<file path="src/rtl/freq_meter_count.sv">
`default_nettype none
// ============================================================================
// Module      : freq_meter_count
// Description : Counts rising edges of an asynchronous signal while the gate
//               from the gate generator is high. When the gate falls, the
//               edge count is latched, scaled to Hz and announced with a
//               one-cycle valid strobe. Results hold until the next complete
//               gate window finishes.
// Ports       : clock       - system clock (gate generator domain)
//               rst_n       - asynchronous active-low reset
//               gate        - measurement window, synchronous to clock
//               sig_in      - signal under test, asynchronous to clock
//               count       - edges counted in the last completed window
//               freq_hz     - count * SCALE for the last completed window
//               overflow    - last completed window saturated the counter
//               count_valid - one-cycle pulse after the results update
//               measuring   - high while a window is being counted
// Revision    : 1.0 - initial release
// ============================================================================
module freq_meter_count #(
  parameter int CNT_W  = 16,
  parameter int SCALE  = 2000,
  parameter int FREQ_W = 32
) (
  input  logic              clock,
  input  logic              rst_n,
  input  logic              gate,
  input  logic              sig_in,
  output logic [CNT_W-1:0]  count,
  output logic [FREQ_W-1:0] freq_hz,
  output logic              overflow,
  output logic              count_valid,
  output logic              measuring
);

  typedef enum logic [1:0] {
    S_IDLE  = 2'd0,
    S_COUNT = 2'd1,
    S_LATCH = 2'd2
  } state_t;

  localparam logic [CNT_W-1:0]  c_CNT_MAX = '1;
  localparam logic [FREQ_W-1:0] c_SCALE   = FREQ_W'(SCALE);

  // Input conditioning
  logic r_s1, r_s2, r_s3;
  logic r_gate_q;
  // Set once gate has been seen low after reset, so a gate that is already
  // high when reset is released never opens a window.
  logic r_armed;

  logic w_sig_rise;
  logic w_gate_rise;
  logic w_gate_fall;

  // FSM
  state_t r_state;
  state_t w_state_nxt;
  logic   w_cnt_clr;
  logic   w_cnt_inc;
  logic   w_capture;
  logic   w_latch;

  // Datapath
  logic [CNT_W-1:0]  r_cnt;
  logic              r_ovf;
  logic [CNT_W-1:0]  r_count;
  logic [FREQ_W-1:0] r_freq;
  logic              r_overflow;
  logic              r_valid;
  logic              r_measuring;
  logic [FREQ_W-1:0] w_freq;

  // --------------------------------------------------------------------------
  // Synchronizer and edge detection
  // --------------------------------------------------------------------------
  always_ff @(posedge clock or negedge rst_n) begin
    if (!rst_n) begin
      r_s1     <= 1'b0;
      r_s2     <= 1'b0;
      r_s3     <= 1'b0;
      r_gate_q <= 1'b0;
      r_armed  <= 1'b0;
    end else begin
      r_s1     <= sig_in;
      r_s2     <= r_s1;
      r_s3     <= r_s2;
      r_gate_q <= gate;
      r_armed  <= r_armed | ~gate;
    end
  end

  assign w_sig_rise  = r_s2 & ~r_s3;
  assign w_gate_rise = gate & ~r_gate_q & r_armed;
  assign w_gate_fall = ~gate & r_gate_q;

  // --------------------------------------------------------------------------
  // FSM state register
  // --------------------------------------------------------------------------
  always_ff @(posedge clock or negedge rst_n) begin
    if (!rst_n) begin
      r_state <= S_IDLE;
    end else begin
      r_state <= w_state_nxt;
    end
  end

  // --------------------------------------------------------------------------
  // FSM next state and control strobes
  // --------------------------------------------------------------------------
  always_comb begin
    w_state_nxt = r_state;
    w_cnt_clr   = 1'b0;
    w_cnt_inc   = 1'b0;
    w_capture   = 1'b0;
    w_latch     = 1'b0;
    case (r_state)
      S_IDLE: begin
        // An edge in the gate_rise cycle is dropped: the clear wins.
        if (w_gate_rise) begin
          w_cnt_clr   = 1'b1;
          w_state_nxt = S_COUNT;
        end
      end
      S_COUNT: begin
        // An edge in the gate_fall cycle is dropped: the capture wins.
        if (w_gate_fall) begin
          w_capture   = 1'b1;
          w_state_nxt = S_LATCH;
        end else if (w_sig_rise) begin
          w_cnt_inc = 1'b1;
        end
      end
      S_LATCH: begin
        w_latch = 1'b1;
        // A one-cycle-low gate starts the next window straight from here.
        if (w_gate_rise) begin
          w_cnt_clr   = 1'b1;
          w_state_nxt = S_COUNT;
        end else begin
          w_state_nxt = S_IDLE;
        end
      end
      default: begin
        w_state_nxt = S_IDLE;
      end
    endcase
  end

  // --------------------------------------------------------------------------
  // Edge counter, result registers and strobes
  // --------------------------------------------------------------------------
  assign w_freq = FREQ_W'(r_count) * c_SCALE;

  always_ff @(posedge clock or negedge rst_n) begin
    if (!rst_n) begin
      r_cnt       <= '0;
      r_ovf       <= 1'b0;
      r_count     <= '0;
      r_freq      <= '0;
      r_overflow  <= 1'b0;
      r_valid     <= 1'b0;
      r_measuring <= 1'b0;
    end else begin
      if (w_cnt_clr) begin
        r_cnt <= '0;
        r_ovf <= 1'b0;
      end else if (w_cnt_inc) begin
        // The counter sticks at all-ones; an edge arriving while it is
        // saturated is an edge that was lost, so flag the overflow.
        if (r_cnt == c_CNT_MAX) begin
          r_ovf <= 1'b1;
        end else begin
          r_cnt <= r_cnt + 1'b1;
        end
      end

      if (w_capture) begin
        r_count    <= r_cnt;
        r_overflow <= r_ovf;
      end

      // freq_hz follows count by one cycle; the strobe lines up with it.
      if (w_latch) begin
        r_freq <= w_freq;
      end
      r_valid     <= w_latch;
      r_measuring <= (w_state_nxt == S_COUNT);
    end
  end

  assign count       = r_count;
  assign freq_hz     = r_freq;
  assign overflow    = r_overflow;
  assign count_valid = r_valid;
  assign measuring   = r_measuring;

endmodule
`default_nettype wire
</file>
<file path="config.mk">
export PLATFORM = sky130hd
export DESIGN_NAME = freq_meter_count
export DESIGN_NICKNAME = d
export VERILOG_FILES = /design/src/rtl/freq_meter_count.sv
export SDC_FILE = /design/constraint.sdc
export NUM_CORES = 1
export LEC_CHECK = 0
export ABC_AREA = 1
export BUFFER_PORTS_ARGS = -buffer_cell sky130_fd_sc_hd__buf_2
export CAP_MARGIN = 5
export CORE_ASPECT_RATIO = 0.7
export CORE_MARGIN = 5
export CORE_UTILIZATION = 45
export CTS_BUF_LIST = sky130_fd_sc_hd__clkbuf_4 sky130_fd_sc_hd__clkbuf_8
export DETAILED_ROUTE_END_ITERATION = 8
export RECOVER_POWER = 25
export SKIP_LAST_GASP = 1
export SYNTH_ARGS = -nofsm -noshare
export SYNTH_HDL_FRONTEND = slang
export SYNTH_SLANG_ARGS = --single-unit
</file>
<file path="constraint.sdc">
create_clock -name clock -period 4.9 [get_ports clock]
set_input_delay 1.225 -clock clock [delete_from_list [all_inputs] [get_ports clock]]
set_output_delay 1.225 -clock clock [all_outputs]
set_load 0.05 [all_outputs]
</file>
# Word-level counts from Yosys, hierarchy flattened
# Index checks and enable logic that the tools add are counted.
[totals]
register_bits = 66
latchBits = 0
ram_bits = 0
romBits = 0
inputBits = 4
n_memories = 0
[classes]
n_addsub = 1
n_mul = 1
div = 0
magnitude_cmp = 0
eq_ne = 5
n_shift = 0
muxes = 18
bitwise = 8
n_reduce_logical = 6
[ops]
columns = ["op", "count"]
rows = [
  ["$mux 16", 3],
  ["$mul 16x7->23 const B", 1],
  ["$add 16x1->16 const B", 1],
  ["$eq 16x16->1 const B", 1],
  ["$mux 1", 12],
  ["$pmux 2 s3", 1],
  ["$and 1x1->1", 4],
  ["$eq 2x1->1 const B", 2],
  ["$mux 2", 2],
  ["$reduce_and 2->1", 2],
  ["$reduce_bool 2->1", 2],
  ["$not 1->1", 3],
  ["$eq 2x2->1 const B", 1],
  ["$logic_not 2->1", 1],
  ["$ne 2x2->1 const B", 1],
  ["$reduce_or 2->1", 1],
  ["$or 1x1->1", 1],
]

# Logic depth before layout (Yosys ltp)
[logic_depth]
depth_word = 7
ltp_mapped = 20

# Worst setup path before layout
# No wires, ideal clock.
[synth_timing]
path_type = "reg2reg"
start = "register r_count[9], in the netlist count[9]"
end = "register r_freq[20], in the netlist freq_hz[20]"
setup_time_ps = 118
arrival_ps = 4087
required_time_ps = 4782
path_slack_ps = 695
path_stages_with_launch = 18
n_path_buf = 0
period_less_slack_ps = 4205
cell_sequence = "dfrtp_1 -> inv_1 -> fa_1 -> fa_1 -> inv_1 -> fa_1 -> inv_1 -> fa_1 -> inv_1 -> ha_1 -> nand2_1 -> nor2_1 -> nand2_1 -> or2_1 -> nand2_1 -> nand2_1 -> nand3_1 -> nand2_1"
[synth_between]
elab_chain_cells = 1
[synth_rtl]
columns = ["item", "line_no", "rtl"]
rows = [
  ["start: declaration", "67", "logic [CNT_W-1:0] r_count;"],
  ["start signal: assignment", "179", "r_count <= r_cnt;"],
  ["$mul 16x7->23", "153", "assign w_freq = FREQ_W'(r_count) * c_SCALE;"],
  ["end signal: assignment", "185", "r_freq <= w_freq;"],
  ["end: declaration", "68", "logic [FREQ_W-1:0] r_freq;"],
]
# Every way passes these cells.
# A chain may end at the register's enable or synchronous reset.

# Worst setup path in the final report
[layout_timing]
start = "register r_count[11], in the netlist count[11]"
end = "register r_freq[20], in the netlist freq_hz[20]"
# The elaborated chain is that of the path after synthesis.

==> flow_summary.json <==
{
  "clkSlewWorstSetupHoldPaths_ps": 80,
  "antenna_found_initial": 0,
  "critPathSlowestCell": "fa_1",
  "grt_max_degree": 37,
  "synth_edf_count": 0,
  "cts_hold_buf": 0,
  "worstPathRequired_ps": 5140,
  "first_pass_iters": 5,
  "grt_use_total_pct": 17.24,
  "floorplan.core_area_um2": 12510,
  "cts_buffers": 9,
  "synthAdderAreaFrac_pct": 30.28,
  "rsz0062_at_grt": "false",
  "stdcell_count": 919,
  "drt_wl_total_um": 12730,
  "syn_area_per_cell_um2": 8.216,
  "initial_core_util_pct": 46.38,
  "violations": "max-capacitance violations, max-slew violations",
  "max-cap-violations": 1,
  "critical_path.max_fanout": 5,
  "ff2ff_setup_slack_ps": 620,
  "yosysTopAreaCell": "dfrtp_1",
  "async_reset_ff_share_pct": 100.0,
  "die_w_um": 145.7,
  "worst_clock_skew_ps": 7.930,
  "first_global_vias": 4281,
  "layout.nets": 864,
  "cp_cell_sequence": "inv_1 > fa_1 > fa_1 > inv_1 > fa_1 > inv_1 > fa_1 > inv_1 > ha_1 > nand2_1 > nor2_1 > nand2_1 > or2_1 > nand2_1 > nand2_1 > nand3_1 > nand2_1",
  "synth_compound_area_share_pct": 6.536,
  "area_growth_pct": 9.836,
  "drcViolationCount": 0,
  "grt_overflow": 0,
  "die_area_um2": 15300,
  "synth.area.mux_share_pct": 0,
  "synth-simple-area-share_pct": 21.74,
  "insertion_delay_ps": 360,
  "synth-xor-area-share_pct": 1.510,
  "synth_most_common_cell": "nand2_1",
  "cts_max_level": 3,
  "vias": 4562,
  "io_pins": 55,
  "status": "complete, but fails checks",
  "slowest_delay_ps": 510,
  "row_count": 34,
  "diodes": 0,
  "port_buffers": 45,
  "dp.cells": 903,
  "max_slew_margin_pct": -36.78,
  "cp-startpoint": "count[11]$_DFFE_PN0P_",
  "max_freq_ghz": 0.2337,
  "fin_crit_sh_pct": 87.32,
  "wire_per_inst_um": 13.86,
  "ys_warn_count": 0,
  "ys_top_cells_by_area": "dfrtp_1 28%, fa_1 19%, nand2_1 12%, ha_1 12%, inv_1 8.5%",
  "final_cell_area_um2": 6371,
  "ys_seq_elements": 66,
  "drtAntennaViolNets": 0,
  "postCtsResizedCells": 0,
  "grt_pass1_wl_um": 21650,
  "cts_tree": "yes",
  "viasPerCell": 4.964,
  "end_kind": "flip-flop",
  "die_y_um": 105.0,
  "root_buffer": "clkbuf_8",
  "synth_top_area_share_pct": 28.47,
  "drive_above_1_share_pct": 10.96,
  "yosysSeqAreaShare_pct": 28.47,
  "hold_depth": 0,
  "hold_violations": 0,
  "syn_inst": 706,
  "path_class": "flip-flop to flip-flop",
  "tns_ps": 0,
  "dr.first_iter.drc_count": 283,
  "synth-main-ff-cell": "dfrtp_1",
  "start_kind": "flip-flop",
  "cts_sinks": 66,
  "rr_worst_depth": 17,
  "r2r_end": "freq_hz[20]$_DFFE_PN0P_",
  "holdCritPathClass": "flip-flop to flip-flop",
  "clockBufferDepth": 2,
  "final-setup-viol-count": 0,
  "r2r-start": "count[11]$_DFFE_PN0P_",
  "post-cts-setup-buffer-count": 0,
  "place_hpwl_um": 10390,
  "synth_top_family_by_area": "adder cells",
  "synth_cell_types": 32,
  "finalMaxSlewViolations": 37,
  "synth_commonest_cells": "187 x nand2_1, 131 x inv_1, 66 x dfrtp_1",
  "place_area_um2": 6151,
  "cp.arrival_ps": 4520,
  "synth_area_um2": 5801,
  "place_congestion": 0.9406,
  "cpMostUsedCell": "nand2_1",
  "finalCriticalPeriod_ps": 4279,
  "worst_pin_slew_ps": 2052,
  "critPathCapture": "freq_hz[20]$_DFFE_PN0P_"
}
## kinds of logic after synthesis
kind of cell | after synthesis
buffers and inverters | 161
adders and majority gates | 108
and+or+nand+nor | 294
AOI/OAI and AO/OA | 66
other | 1
DFF | 66
xor gates and xnor gates | 10
## per-stage QoR
stage	hold WS (ps)	worst slack (ps)	utilization (%)
after floorplan	331.2	695.2	-
after global routing	373.2	333.2	50.94
after CTS	357.8	624.5	50.99
final	354.6	621.2	50.94
after global placement	334.1	661.8	49.18
after detailed placement	339.5	650.9	49.18
## cell usage in the layout, fill, tap and decap left out, types with 3 or more instances in the layout
master / instances
inv_2: 4
buf_2: 43
xor2_1: 4
o21bai_1: 3
o21ai_1: 27
a21oi_1: 18
nand3_1: 40
ha_1: 54
clkbuf_8: 10
nand4_1: 14
clkbuf_1: 3
nor3_2: 4
xnor2_1: 6
o21ai_0: 6
dfrtp_1: 66
inv_1: 132
conb_1: 9
nand2_1: 187
nor3_1: 8
nand3b_1: 3
nor2_1: 29
and2_1: 3
fa_1: 54
clkinv_1: 4
o21ai_2: 10
## worst max-delay path, delay by kind of cell (launching register included)
family | cells | cell delay (ps)
flip-flops | 1 | 430
buffers and inverters | 4 | 440
adder cells (fa/ha/maj) | 5 | 2350
AND/OR/NAND/NOR | 8 | 950
## how the worst min path moves through the flow
stage	startpoint	slack, ps	end
final	r_s1$_DFF_PN0_	350	r_s2$_DFF_PN0_
after global routing	r_s1$_DFF_PN0_	370	r_s2$_DFF_PN0_
after CTS	r_s1$_DFF_PN0_	360	r_s2$_DFF_PN0_
after detailed placement	r_s1$_DFF_PN0_	340	r_s2$_DFF_PN0_
after global placement	r_s1$_DFF_PN0_	330	r_s2$_DFF_PN0_
after floorplan	r_s1$_DFF_PN0_	330	r_s2$_DFF_PN0_
## state kept, by name, summed over array words and instances (netlist names)
register     count
count           16
r_s1             1
r_s3             1
r_armed          1
r_ovf            1
r_s2             1
r_cnt           16
overflow         1
measuring        1
r_state          2
r_gate_q         1
freq_hz         23
count_valid      1
## routing by layer
layer	global-route usage [%]	wire length [um]	up-vias
li1	-	-	2266
met1	27.14	6560	2179
met2	23.71	5306	105
met3	4.500	737	12
met4	3.462	129	0
met5	0	0	-
## layout make-up
type,instances,area [um^2]
timing repair buffer,48,241.5
clock buffer,10,137.6
inverter,140,525.5
clock inverter,6,88.84
tap,162,202.7
sequential,66,1652
fill,1195,6136
multi-input combinational,487,3523
Power is left out: the tool's default activity adds up to more than one toggle a clock period on the data nets, which glitch-free logic cannot reach.
